==> config.mk <==
export PLATFORM = sky130hd
export DESIGN_NAME = frac_lut6_cfg_loader
export DESIGN_NICKNAME = d
export VERILOG_FILES = /design/src/rtl/frac_lut6_cfg_loader.sv
export SDC_FILE = /design/constraint.sdc
export NUM_CORES = 1
export LEC_CHECK = 0
export ABC_AREA = 1
export ABC_CLOCK_PERIOD_IN_PS = 5700
export BUFFER_PORTS_ARGS = -buffer_cell sky130_fd_sc_hd__buf_2
export CORE_ASPECT_RATIO = 0.5
export CORE_MARGIN = 3
export CORE_UTILIZATION = 55
export CTS_CLUSTER_SIZE = 24
export DETAILED_ROUTE_END_ITERATION = 8
export MAX_ROUTING_LAYER = met4
export PLACE_DENSITY = 0.8
export SLEW_MARGIN = 20
export SYNTH_ARGS = -nofsm -noshare
export SYNTH_HDL_FRONTEND = slang
export SYNTH_SLANG_ARGS = --single-unit
==> constraint.sdc <==
create_clock -name prog_clk -period 5.7 [get_ports prog_clk]
set_clock_uncertainty 0.1 [all_clocks]
set_input_delay 0.285 -clock prog_clk [delete_from_list [all_inputs] [get_ports prog_clk]]
set_output_delay 0.285 -clock prog_clk [all_outputs]
set_load 0.05 [all_outputs]
==> src/rtl/frac_lut6_cfg_loader.sv <==
// Byte-serial configuration loader for one frac_lut6 tile: assembles a 10-byte frame
// in a shadow register, verifies its XOR checksum and commits it atomically to the LUT.
module frac_lut6_cfg_loader #(
    parameter logic [0:63] SRAM_RESET = 64'h0,
    parameter logic [0:0]  MODE_RESET = 1'b0
) (
    input  logic        prog_clk,
    input  logic        prog_reset_n,
    input  logic        cfg_start,
    input  logic [7:0]  cfg_data,
    input  logic        cfg_valid,
    output logic        cfg_ready,
    output logic        cfg_busy,
    output logic        cfg_done,
    output logic        cfg_err,
    output logic [0:63] sram,
    output logic [0:63] sram_inv,
    output logic [0:0]  mode,
    output logic [0:0]  mode_inv
);

    typedef enum logic [1:0] {
        ST_IDLE,
        ST_LOAD,
        ST_CHECK
    } state_e;

    state_e      state_q, state_d;
    logic [3:0]  idx_q, idx_d;
    logic [7:0]  acc_q, acc_d;
    logic [0:63] shadow_sram_q, shadow_sram_d;
    logic        shadow_mode_q, shadow_mode_d;
    logic        rsvd_bad_q, rsvd_bad_d;
    logic        chk_ok_q, chk_ok_d;
    logic [0:63] sram_q, sram_d;
    logic [0:0]  mode_q, mode_d;
    logic        done_q, done_d;
    logic        err_q, err_d;

    logic        accept;
    logic [7:0]  data_rev;

    assign cfg_ready = (state_q == ST_LOAD) && !cfg_start;
    assign cfg_busy  = (state_q != ST_IDLE);
    assign accept    = cfg_valid && cfg_ready;

    // sram is ascending [0:63], so bit j of byte k must land at position 8k+j,
    // i.e. the byte is written into an 8-bit ascending slice in reversed order.
    assign data_rev = {cfg_data[0], cfg_data[1], cfg_data[2], cfg_data[3],
                       cfg_data[4], cfg_data[5], cfg_data[6], cfg_data[7]};

    always_comb begin
        // NOTE: every _d defaults to its _q first, so no path through this block infers a latch.
        state_d       = state_q;
        idx_d         = idx_q;
        acc_d         = acc_q;
        shadow_sram_d = shadow_sram_q;
        shadow_mode_d = shadow_mode_q;
        rsvd_bad_d    = rsvd_bad_q;
        chk_ok_d      = chk_ok_q;
        sram_d        = sram_q;
        mode_d        = mode_q;
        done_d        = 1'b0;
        err_d         = 1'b0;

        case (state_q)
            ST_IDLE: begin
                if (cfg_start) begin
                    state_d    = ST_LOAD;
                    idx_d      = 4'd0;
                    acc_d      = 8'd0;
                    rsvd_bad_d = 1'b0;
                end
            end
            ST_LOAD: begin
                if (cfg_start) begin
                    // Restart: the stale shadow is simply overwritten by the new frame.
                    idx_d      = 4'd0;
                    acc_d      = 8'd0;
                    rsvd_bad_d = 1'b0;
                end else if (accept) begin
                    if (idx_q <= 4'd8) begin
                        acc_d = acc_q ^ cfg_data;
                    end
                    if (idx_q < 4'd8) begin
                        shadow_sram_d[{idx_q[2:0], 3'b000} +: 8] = data_rev;
                    end
                    if (idx_q == 4'd8) begin
                        shadow_mode_d = cfg_data[0];
                        rsvd_bad_d    = |cfg_data[7:1];
                    end
                    if (idx_q == 4'd9) begin
                        chk_ok_d = (cfg_data == acc_q) && !rsvd_bad_q;
                        state_d  = ST_CHECK;
                    end else begin
                        idx_d = idx_q + 4'd1;
                    end
                end
            end
            ST_CHECK: begin
                state_d = ST_IDLE;
                if (chk_ok_q) begin
                    sram_d = shadow_sram_q;
                    mode_d = shadow_mode_q;
                    done_d = 1'b1;
                end else begin
                    err_d = 1'b1;
                end
            end
            default: state_d = ST_IDLE;
        endcase
    end

    always_ff @(posedge prog_clk or negedge prog_reset_n) begin
        if (!prog_reset_n) begin
            state_q       <= ST_IDLE;
            idx_q         <= 4'd0;
            acc_q         <= 8'd0;
            // NOTE: the shadow is an ordinary register bank, so it is reset like any other flop.
            shadow_sram_q <= '0;
            shadow_mode_q <= 1'b0;
            rsvd_bad_q    <= 1'b0;
            chk_ok_q      <= 1'b0;
            sram_q        <= SRAM_RESET;
            mode_q        <= MODE_RESET;
            done_q        <= 1'b0;
            err_q         <= 1'b0;
        end else begin
            // NOTE: non-blocking assignments so every flop samples the pre-edge _d values.
            state_q       <= state_d;
            idx_q         <= idx_d;
            acc_q         <= acc_d;
            shadow_sram_q <= shadow_sram_d;
            shadow_mode_q <= shadow_mode_d;
            rsvd_bad_q    <= rsvd_bad_d;
            chk_ok_q      <= chk_ok_d;
            sram_q        <= sram_d;
            mode_q        <= mode_d;
            done_q        <= done_d;
            err_q         <= err_d;
        end
    end

    assign cfg_done = done_q;
    assign cfg_err  = err_q;
    assign sram     = sram_q;
    assign sram_inv = ~sram_q;
    assign mode     = mode_q;
    assign mode_inv = ~mode_q;

endmodule

Word-level counts from Yosys, hierarchy flattened
Index checks and enable logic that the tools add are counted.
- add/subtract/negate cells: 2
- magnitude comparators: 2
- equality and inequality tests: 13
- shifts and indexed selects: 2
- muxes and demuxes: 25
- bitwise operators: 5
- reduce and logical (&&, ||, !) cells: 17
- operators with widths (cell ; number):
    variable shift 65 x 8 -> 64 bit, first input constant ; 1
    indexed part select 65 x 8 -> 64 bit ; 1
    bitwise mux 64 bit ; 1
    NOT 64 bit ; 1
    2-to-1 mux 8 bit ; 4
    AND reduction 4 bit ; 7
    2-to-1 mux 4 bit ; 4
    case mux 8 bit (2 select lines) ; 1
    == test 4 bit, second input constant ; 2
    == test 8 bit ; 1
    2-to-1 mux 1 bit ; 8
    2-to-1 mux 2 bit ; 4
    negation 7 -> 8 bit ; 1
    case mux 4 bit (2 select lines) ; 1
    bitwise XOR 8 bit ; 1
    NOT 6 -> 7 bit ; 1
    OR reduction 7 bit ; 1
    != test 2 bit, second input constant ; 3
    != test 3 x 2 -> 1 bit, second input constant ; 2
    != test 3 bit, second input constant ; 2
    adder 4 x 1 -> 4 bit, second input constant ; 1
    less-or-equal comparator 4 bit, second input constant ; 1
    less-than comparator 4 bit, second input constant ; 1
    case mux 2 bit (2 select lines) ; 1
    other kinds (10) ; 15
- flip-flop bits (word level): 148
- bits of input ports: 12
- output and inout port bits: 134

Logic depth before layout (Yosys ltp)
Gate-level depths: netlist of run 1.
- word-level depth: 6
- depth in mapped cells: 9
- depth with buffers taken out: 8

Least setup slack after synthesis of run 1
No wires, ideal clock.
- kind: reg-to-reg
- start: register idx_q[1]
- end: register shadow_sram_q[10] (netlist bit)
- data arrival time: 1.699 ns
- setup slack: 3.784 ns
- stages on the path, launching flop included: 9
- period minus slack after synthesis: 1.916 ns
- cells stage by stage: dfrtp_1 -> inv_1 -> clkbuf_1 -> ha_1 -> inv_1 -> nor2_1 -> nand2_1 -> nand2_1 -> nand2_1
- longest elaborated chain between the ends: 4
- elaborated cells between the ends (all ways): 7
- classes of those cells: 1 x add/sub; 1 x order compare; 2 x shift; 1 x mux; 1 x bitwise; 1 x reduce/logical
- ends and longest elaborated chain (what ; line ; text):
    start: declaration ; 29 ; logic [3:0] idx_q, idx_d;
    start signal: assignment ; 131 ; idx_q <= idx_d;
    NOT 6 -> 7 bit (implied by the code) ; 86 ; shadow_sram_d[{idx_q[2:0], 3'b000} +: 8] = data_rev;
    negation 7 -> 8 bit ; 86 ;
    indexed part select 65 x 8 -> 64 bit / variable shift 65 x 8 -> 64 bit (equally long branches) ; 86 ;
    bitwise mux 64 bit ; 86 ;
    end signal: assignment ; 133 ; shadow_sram_q <= shadow_sram_d;
    end: declaration ; 31 ; logic [0:63] shadow_sram_q, shadow_sram_d;
Parallel ways exist; a longest one is shown, timed or not.
A chain may end at the register's enable or synchronous reset.

Worst setup path after layout of run 1
- start: register idx_q[2]
- end: register acc_q[1]
- longest elaborated chain between the ends: 3
- ends and longest elaborated chain (what ; line ; text):
    less-or-equal comparator 4 bit ; 82 ; if (idx_q <= 4'd8) begin
    != test 3 x 2 -> 1 bit (no source line) ; -- ;
    AND reduction 4 bit (no source line) ; -- ;
    end signal: assignment ; 118 ; acc_q <= 8'd0;
    end signal: assignment ; 132 ; acc_q <= acc_d;
    end: declaration ; 30 ; logic [7:0] acc_q, acc_d;
Every way passes these cells.

==> summary.md, run 1 <==
After clock tree synthesis, the clock-pin slew on the worst setup and hold paths is 60 ps. Internal power comes to 2027 µW. For the count of placed standard cells in the final layout, fillers left out, the log shows 1,068. The repair_antennas step left the layout with diodes totalling 0.

The max-slew violation count was 0; the routed wire length was 15.35 mm. The die is 82.84 µm tall. After detailed routing, the average wire length per cell comes to 14.37 µm.

The met2 track demand over resource was 0.3767. Synthesis handed over a netlist of 759 instances. The run gives 2810 ps as the data arrival time of the critical path. In this run, distinct cell masters in the synthesized netlist total 28. The tools report the worst-skew pair later-pin latency as 420 ps.

The critical path in this run is classified as flop to flop. The startpoint identified for the worst hold timing path is cfg_valid. The full die area is 13,230 µm².

The run finished with clean final reports. The area inside the core boundary came out at 11,250 µm². The detailed-route vias per instance is 5.089. During placement, the flow inserted port buffers numbering 145.

The net switching fraction of the power is 0.2566. The run gives 5940 ps as the required time of the critical path. The half-perimeter wire length after detailed placement was 10.04 mm; the weighted congestion reported at the end of routability-driven placement was 0.8603. For this design the ratio of total power to cell area is 342.9 nW/µm². STA classifies the critical path endpoint as a flop. The final cycle utilization of the critical path works out to 0.4510.

The maximum VDD drop is 175.3 µV, and the clock period minus final worst setup slack is 2571 ps. In the final layout, the multi-input gates occupy 2180 µm². The worst setup path is launched from a flop. Clock tree synthesis found a total of 148 sinks. The maximum number of pins on one net before global-route repair is 93, and the utilization after layout is 0.7068.

The sequential cell area was 3704 µm². The tool flagged a number of max-cap violations equal to 0. Setup repair after global routing left no endpoint under its margin. The area growth from synthesis to layout is 22.45%. In this run the clock root is driven by a clkbuf_16. Peak-usage layer in the global routing report: met2. For this design the static power due to leakage is 0.004139 µW. For the first-pass GRT wire length, the log shows 25.66 mm. In this run the post-CTS setup repair buffer count came out at 0. For the number of hold violations in the final report, the log shows 0. The total setup violations reported at the end of the flow was 0; the number of cells on the worst reg-to-reg path was 6. Timing would allow up to 0.3890 GHz.

The clock group share of total power is 0.452. The number of cell rows was 27. The tools report the capture endpoint of the worst hold path as state_q[1].

Summing every instance area after synthesis gives 6494 µm². Of all nets on the critical path, the largest fanout is 34. The total of hold buffers inserted after clock tree synthesis was 1; the number of cells traversed by the worst hold path was 3. The type of the tightest min-delay check was input pin to flop. Measured along the x axis, the die boundary spans 159.7 µm. Yosys printed 0 warnings. The share of total power in combinational logic is 0.095. The number of nets in the finished design was 914. The run gives 0.3131 as the relative slew slack.

The switching power was 699.7 µW; the portion of total power attributed to sequential cells was 0.452. The delay of the slowest critical-path stage is 1020 ps. In this run, CTS created clock tree buffers numbering 17. The proportion of synthesized chip area in sequential cells is 0.5703, and the effective utilization at floorplan is 0.5772. For the met3 track utilization from global routing, the log shows 0.06378.

Master of the slowest instance on the critical path: dfrtp_1. For the total vias in the final route, the log shows 5,435. Traced cell by cell, the critical path runs through inv_1 -> nand3_1 -> nand2_1 -> o21ai_2 -> nand2_1 -> o21ai_0.

In this run, the number of DRC markers left after iteration 0 of detailed routing was 393. In the routed design, unresolved DRC markers number 0. The worst flop-to-flop path endpoint was acc_q[1]. TritonCTS built the clock tree. The detail route stage leaves a number of antenna-violating nets equal to 0.

Across all hold checks on the routed design, the worst slack comes to 76.72 ps. The total overflow left after global routing is 0. The mean instance size in the synthesized netlist works out to 8.556 µm². Post-CTS repair changed the size of 0 cells. For the met1 demand-to-capacity share in global routing, the log shows 0.3327. The logs give 0 for the initial antenna violation count and 0.2484 for the all-layer global routing usage.

Once placement completed, the tool counted placed cells totaling 1,035. The via count of the first global-routing pass is 5,121, and the transition at the pin with the smallest max-transition slack is 1030 ps. The tools report the number of nets produced by synthesis as 777. The total of fill cells in the finished design is 810.

The worst reg-to-reg setup slack is 3130 ps. Setup total negative slack on the finished layout was measured at 0 ps. In this run the number of H-tree levels came out at 4.

The share of layout cells above drive strength 1 was 0.2156. The startpoint identified for the worst register-to-register timing path is idx_q[2]. The first-pass iteration count of the detailed router is 5. The tools report the number of top-level pins as 146. Register bit total from synthesis: 148. The most numerous cell on the critical path is nand2_1. Counting along the longest clock path gives a buffer depth of 2.
-- cell families after synthesis --
family,synth area share
DFF,0.5703
AOI/OAI and AO/OA,0.08362
xor gates and xnor gates,0.002698
buffers and inverters,0.09402
and+or+nand+nor,0.2378
adders and majority gates,0.01156
-- cells in the final DEF, fill, tap and decap left out, drive strengths merged --
| master | Yosys | routed |
|---|---|---|
| dlygate4sd3 | 0 | 1 |
| nor2 | 25 | 25 |
| bufinv | 0 | 5 |
| o221ai | 1 | 1 |
| buf | 14 | 147 |
| o21ai | 106 | 106 |
| clkinv | 1 | 8 |
| xnor2 | 2 | 2 |
| inv | 122 | 121 |
| clkbuf | 16 | 19 |
| nor3 | 34 | 34 |
| nand2 | 226 | 226 |
| or2 | 2 | 2 |
| nand3 | 54 | 54 |
| clkinvlp | 0 | 2 |
| nand4 | 2 | 2 |
| dfrtp | 148 | 148 |
| ha | 6 | 6 |
-- layout make-up --
class                      count  share of cell area
clock buffer                  19             0.05570
clock inverter                13             0.02596
inverter                     123             0.05822
multi-input combinational    458              0.2741
sequential                   148              0.4658
tap                          159             0.02502
timing repair buffer         148             0.09520
-- synthesized netlist by cell type --
cell type | n | area, µm²
nand2_1 | 225 | 844.6
dfrtp_1 | 148 | 3704
inv_1 | 119 | 446.7
o21ai_0 | 99 | 495.5
nand3_1 | 52 | 260.3
nor3_1 | 33 | 165.2
nor2_1 | 18 | 67.56
clkbuf_1 | 15 | 56.30
buf_2 | 10 | 50.05
ha_1 | 6 | 75.07
o21ai_1 | 6 | 30.03
nor2_8 | 5 | 100.1
buf_6 | 3 | 33.78
inv_2 | 3 | 11.26
nand4_1 | 2 | 12.51
or2_2 | 2 | 12.51
xnor2_1 | 2 | 17.52
buf_1 | 1 | 3.750
clkbuf_2 | 1 | 5.000
clkinv_1 | 1 | 3.750
nand2_8 | 1 | 20.02
nand3_2 | 1 | 10.01
nand3_4 | 1 | 17.52
nor2_2 | 1 | 6.260
nor2_4 | 1 | 11.26
nor3_4 | 1 | 16.27
o21ai_2 | 1 | 8.760
o221ai_1 | 1 | 8.760
-- worst max-delay path, delay by kind of cell (launching register included) --
| kind | cells | cell delay (ps) |
|---|---|---|
| AO/OA/AOI/OAI | 2 | 550 |
| buffers and inverters | 1 | 420 |
| flip-flops | 1 | 1020 |
| AND/OR/NAND/NOR | 3 | 390 |
-- sequential cells by signal, summed over array words and instances (netlist names) --
signal         flops
acc_q              8
cfg_done           1
cfg_err            1
chk_ok_q           1
idx_q              4
mode               1
rsvd_bad_q         1
shadow_mode_q      1
shadow_sram_q     64
sram              64
state_q            2
-- worst max path at each step --
stage | from | endpoint | slack (ps) | depth (start not counted)
global route | state_q[0] | sram[23] | 2840 | 5
finish | idx_q[2] | acc_q[1] | 3130 | 6
global placement | idx_q[2] | acc_q[4] | 3330 | 5
CTS | idx_q[2] | acc_q[4] | 3190 | 5
detailed placement | idx_q[2] | acc_q[4] | 3180 | 5
floorplan | idx_q[1] | shadow_sram_q[10] | 3780 | 8
-- layer usage --
metal / share of wire / routed length, µm / vias to the layer above
met3: 0.080 / 1230 / 29
met5: 0 / 0 / -
met4: 0.017 / 260 / 0
li1: - / - / 2644
met2: 0.46 / 7022 / 214
met1: 0.45 / 6838 / 2548
-- metrics by stage --
step,cell area [µm²],power (µW),setup WS [ps]
after floorplan,6494,1405,3784
after global placement,7291,1482,3330
after detailed placement,7291,1500,3180
after CTS,7950,2737,3190
after global routing,7951,2836,2838
final,7951,2727,3129
-- power by group through the flow --
stage                     sequential (µW)  combinational, µW  clock (µW)
after floorplan                      1220                187           0
after global placement               1240                238           0
after detailed placement             1250                254           0
after CTS                            1230                261        1240
after global routing                 1240                302        1290
final                                1230                260        1230
Note: power is estimated with default switching activity, not from simulation.
==> run 2, diff against run 1 <==
--- a/config.mk
+++ b/config.mk
@@ -6,15 +6,15 @@
 export NUM_CORES = 1
 export LEC_CHECK = 0
 export ABC_AREA = 1
-export ABC_CLOCK_PERIOD_IN_PS = 5700
+export ABC_CLOCK_PERIOD_IN_PS = 2300
 export BUFFER_PORTS_ARGS = -buffer_cell sky130_fd_sc_hd__buf_2
 export CORE_ASPECT_RATIO = 0.5
 export CORE_MARGIN = 3
-export CORE_UTILIZATION = 55
+export CORE_UTILIZATION = 49
 export CTS_CLUSTER_SIZE = 24
 export DETAILED_ROUTE_END_ITERATION = 8
 export MAX_ROUTING_LAYER = met4
-export PLACE_DENSITY = 0.8
+export PLACE_DENSITY = 0.75
 export SLEW_MARGIN = 20
 export SYNTH_ARGS = -nofsm -noshare
 export SYNTH_HDL_FRONTEND = slang
==> constraint.sdc (replaced) <==
create_clock -name prog_clk -period 2.3 [get_ports prog_clk]
set_clock_uncertainty 0.1 [all_clocks]
set_input_delay 0.115 -clock prog_clk [delete_from_list [all_inputs] [get_ports prog_clk]]
set_output_delay 0.115 -clock prog_clk [all_outputs]
set_load 0.05 [all_outputs]
==> run 2 against run 1 <==
  * Fmax grew 34%
  * Register-to-register slack lost 2800 ps
  * Sequential cell count is the same
  * Sequential share of layout area shrank 0.98 points
  * Global-route usage shrank 2.5 points
  * Count of clock-buffer cells in the layout grew 3
  * First-iteration DRC count grew 37%
  * Routed wire length shrank 0.49%
  * Final cell count grew 2.3%
  * Via count shrank 0.37%
  * Worst setup slack lost 2800 ps
  * Hold slack lost 66 ps
  * Highest routed layer unchanged
==> summary.md, run 2 (synthesis results as in run 1) <==
The number of cells on the worst reg-to-reg path is 6. The worst setup path is captured at a flop. The leftover overflow at the end of global routing is 0, and the first-pass iteration count of the detailed router is 5. The critical path startpoint category is a flop. The final cycle utilization of the critical path is 0.8369.

In this run the most critical hold path is launched from cfg_data[2]. The H-tree level count was 4. After floorplanning, the core was divided into 29 placement rows.

The delay of the slowest critical-path stage is 470 ps. The first global-routing pass estimated 25.39 mm of wire. Power comes to 6824 µW. The effective utilization at floorplan is 0.5070, and the total of hold buffers inserted after clock tree synthesis is 6.

The relative slew slack was 0.6236; the switching power was 1686 µW. The run gives 0 as the count of inserted antenna diode cells. The flow ran to the end, and the final reports show no timing, DRC or antenna violations.

At the pin with the least slew margin, the transition time is 564.6 ps. Relative to the synthesized area, the layout overhead comes to 25.09%. The share of layout cells above drive strength 1 is 0.2221, and the number of CTS-inserted buffers is 17. The maximum number of pins on one net before global-route repair is 84, and the initial antenna violation count is 0. For the half-perimeter wire length after detailed placement, the log shows 10.27 mm. In this run the worst hold path is classified as input pin to flop.

Dividing the detail-routed via count by the number of cells gives 4.954. The number of hold violations in the final report is 0. At the worst endpoint, the required time is 2470 ps. For this design the ratio of total power to cell area is 840.1 nW/µm².

The worst reg-to-reg setup slack is 380 ps. The count of nets left with antenna violations once routing finished came out at 0. The total vias in the final route was 5,415; the full die area was 14,750 µm². In this run the worst path has a maximum fanout of 16. Post-CTS repair changed the size of 0 cells. The critical path goes through inv_1 -> ha_1 -> nand3_1 -> nand2_1 -> o21ai_2 -> o21ai_0.

The net switching fraction of the power was 0.2471. The weighted congestion reported at the end of routability-driven placement came out at 0.9011. The total of fill cells in the finished design was 1,070; the worst-skew pair later-pin latency was 420 ps.

The tools report the total setup violations reported at the end of the flow as 0. The all-layer global routing usage was 0.2231; the number of port buffers was 145. Commonest non-fill, non-tap cell in the layout: nand2_1.

Routed wire length: 15.28 mm. Master of the slowest instance on the critical path: dfrtp_1. After detailed routing, the average wire length per cell comes to 13.98 µm. The die is 168.8 µm wide.

The tools report the via count of the first global-routing pass as 5,186. Clock tree synthesis found a total of 148 sinks. The detailed router's first-iteration violation count was 537.

Post-route DRC violation count: 0. The maximum VDD drop came out at 652.2 µV. The die extent in y was 87.40 µm; the number of top-level pins was 146. Number of buffers added for setup after CTS: 0. The internal power contribution is 5138 µW, and the max-slew violation count is 0.

The tool flagged a number of max-cap violations equal to 0. After routing, the total negative slack on setup checks comes to 0 ps. The share of total power in combinational logic came out at 0.105. Setup repair after global routing left no endpoint under its margin. The setup path with the least slack is of type flop to flop.

The top achievable clock speed is 0.5195 GHz, and the clock-pin slew on the worst setup and hold paths is 60 ps. Root buffer selected by CTS: clkbuf_16. The library cells used most frequently in the layout, excluding fill and tap cells, are 225 x nand2_1, 148 x dfrtp_1, 144 x buf_2. The analysis attributes to cell leakage a power of 0.004232 µW. After the last flow step, the layout net total stands at 929.

The run gives 0.441 as the portion of total power attributed to sequential cells. No sink is reached through more buffers than the 2 on the longest clock path. The clock group share of total power came out at 0.454. For the worst setup path, the data arrival time is 2090 ps. Counting I/O delays and the setup requirement, the final critical path takes 1925 ps. The tools report the critical register-to-register path startpoint as idx_q[0]. Tracing the worst setup path back leads to its startpoint at idx_q[0]. In this run the critical register-to-register path is captured at acc_q[7]. TritonCTS built the clock tree. The most critical setup path has its endpoint at acc_q[7].

The core region is 12,810 µm².
==> run 2: changes by cell type in the layout (fill, tap and decap cells not counted), sizes merged <==
cell,previous run,this run
dlygate4sd3,1,6
inv,121,122
clkinv,8,5
buf,147,157
clkbuf,19,22
clkinvlp,2,0
==> run 2: area by class of cell <==
cell class	count	area (µm²)	share of cell area
Sequential cell	148	3704	0.4559
Multi-Input combinational cell	458	2180	0.2683
Timing Repair Buffer	163	907.1	0.1117
Tap cell	170	212.7	0.02619
Clock inverter	9	173.9	0.02141
Inverter	123	461.7	0.05684
Clock buffer	22	484.2	0.05961
==> run 2: per-stage QoR <==
step	instance area (µm²)	worst slack (ps)	cells	hold WS, ps	utilization
2_1_floorplan	6494	383.7	759	-280.6	-
3_3_place_gp	7405	532.9	1056	31.50	0.5781
3_5_place_dp	7405	436.5	1056	35.31	0.5781
4_1_cts	8123	389.6	1093	3.715	0.6342
5_1_grt	8123	168.7	1093	35.61	0.6342
6_report	8123	375.0	1093	10.74	0.6342
==> run 2: worst min path at each step <==
stage | end | slack, ps | cells past startpoint
global route | acc_q[4] | 40 | 5
finish | acc_q[2] | 10 | 5
detailed placement | sram[34] | 40 | 1
CTS | acc_q[2] | 4 | 5
global placement | sram[39] | 30 | 1
floorplan | acc_q[0] | -280 | 0
==> run 2: critical path: cells and delay by family (launching register included) <==
family	cells	cell delay [ps]
DFF	1	470
AOI/OAI and AO/OA	2	630
adders and majority gates	1	260
and+or+nand+nor	2	190
buffers and inverters	1	140
==> run 2: metal layers <==
metal / GRT usage / part of all wire
met1: 0.2982 / 0.47
met5: - / 0
met2: 0.3501 / 0.45
met3: 0.03762 / 0.058
met4: 0.07869 / 0.017
==> run 2: power groups by stage <==
| stage | Clock, µW | Combinational (µW) | Sequential (µW) |
|---|---|---|---|
| detailed placement | 0 | 692 | 3060 |
| finish | 3100 | 714 | 3010 |
| CTS | 3130 | 714 | 3010 |
| global route | 3250 | 819 | 3040 |
| global placement | 0 | 663 | 3050 |
| floorplan | 0 | 465 | 3020 |
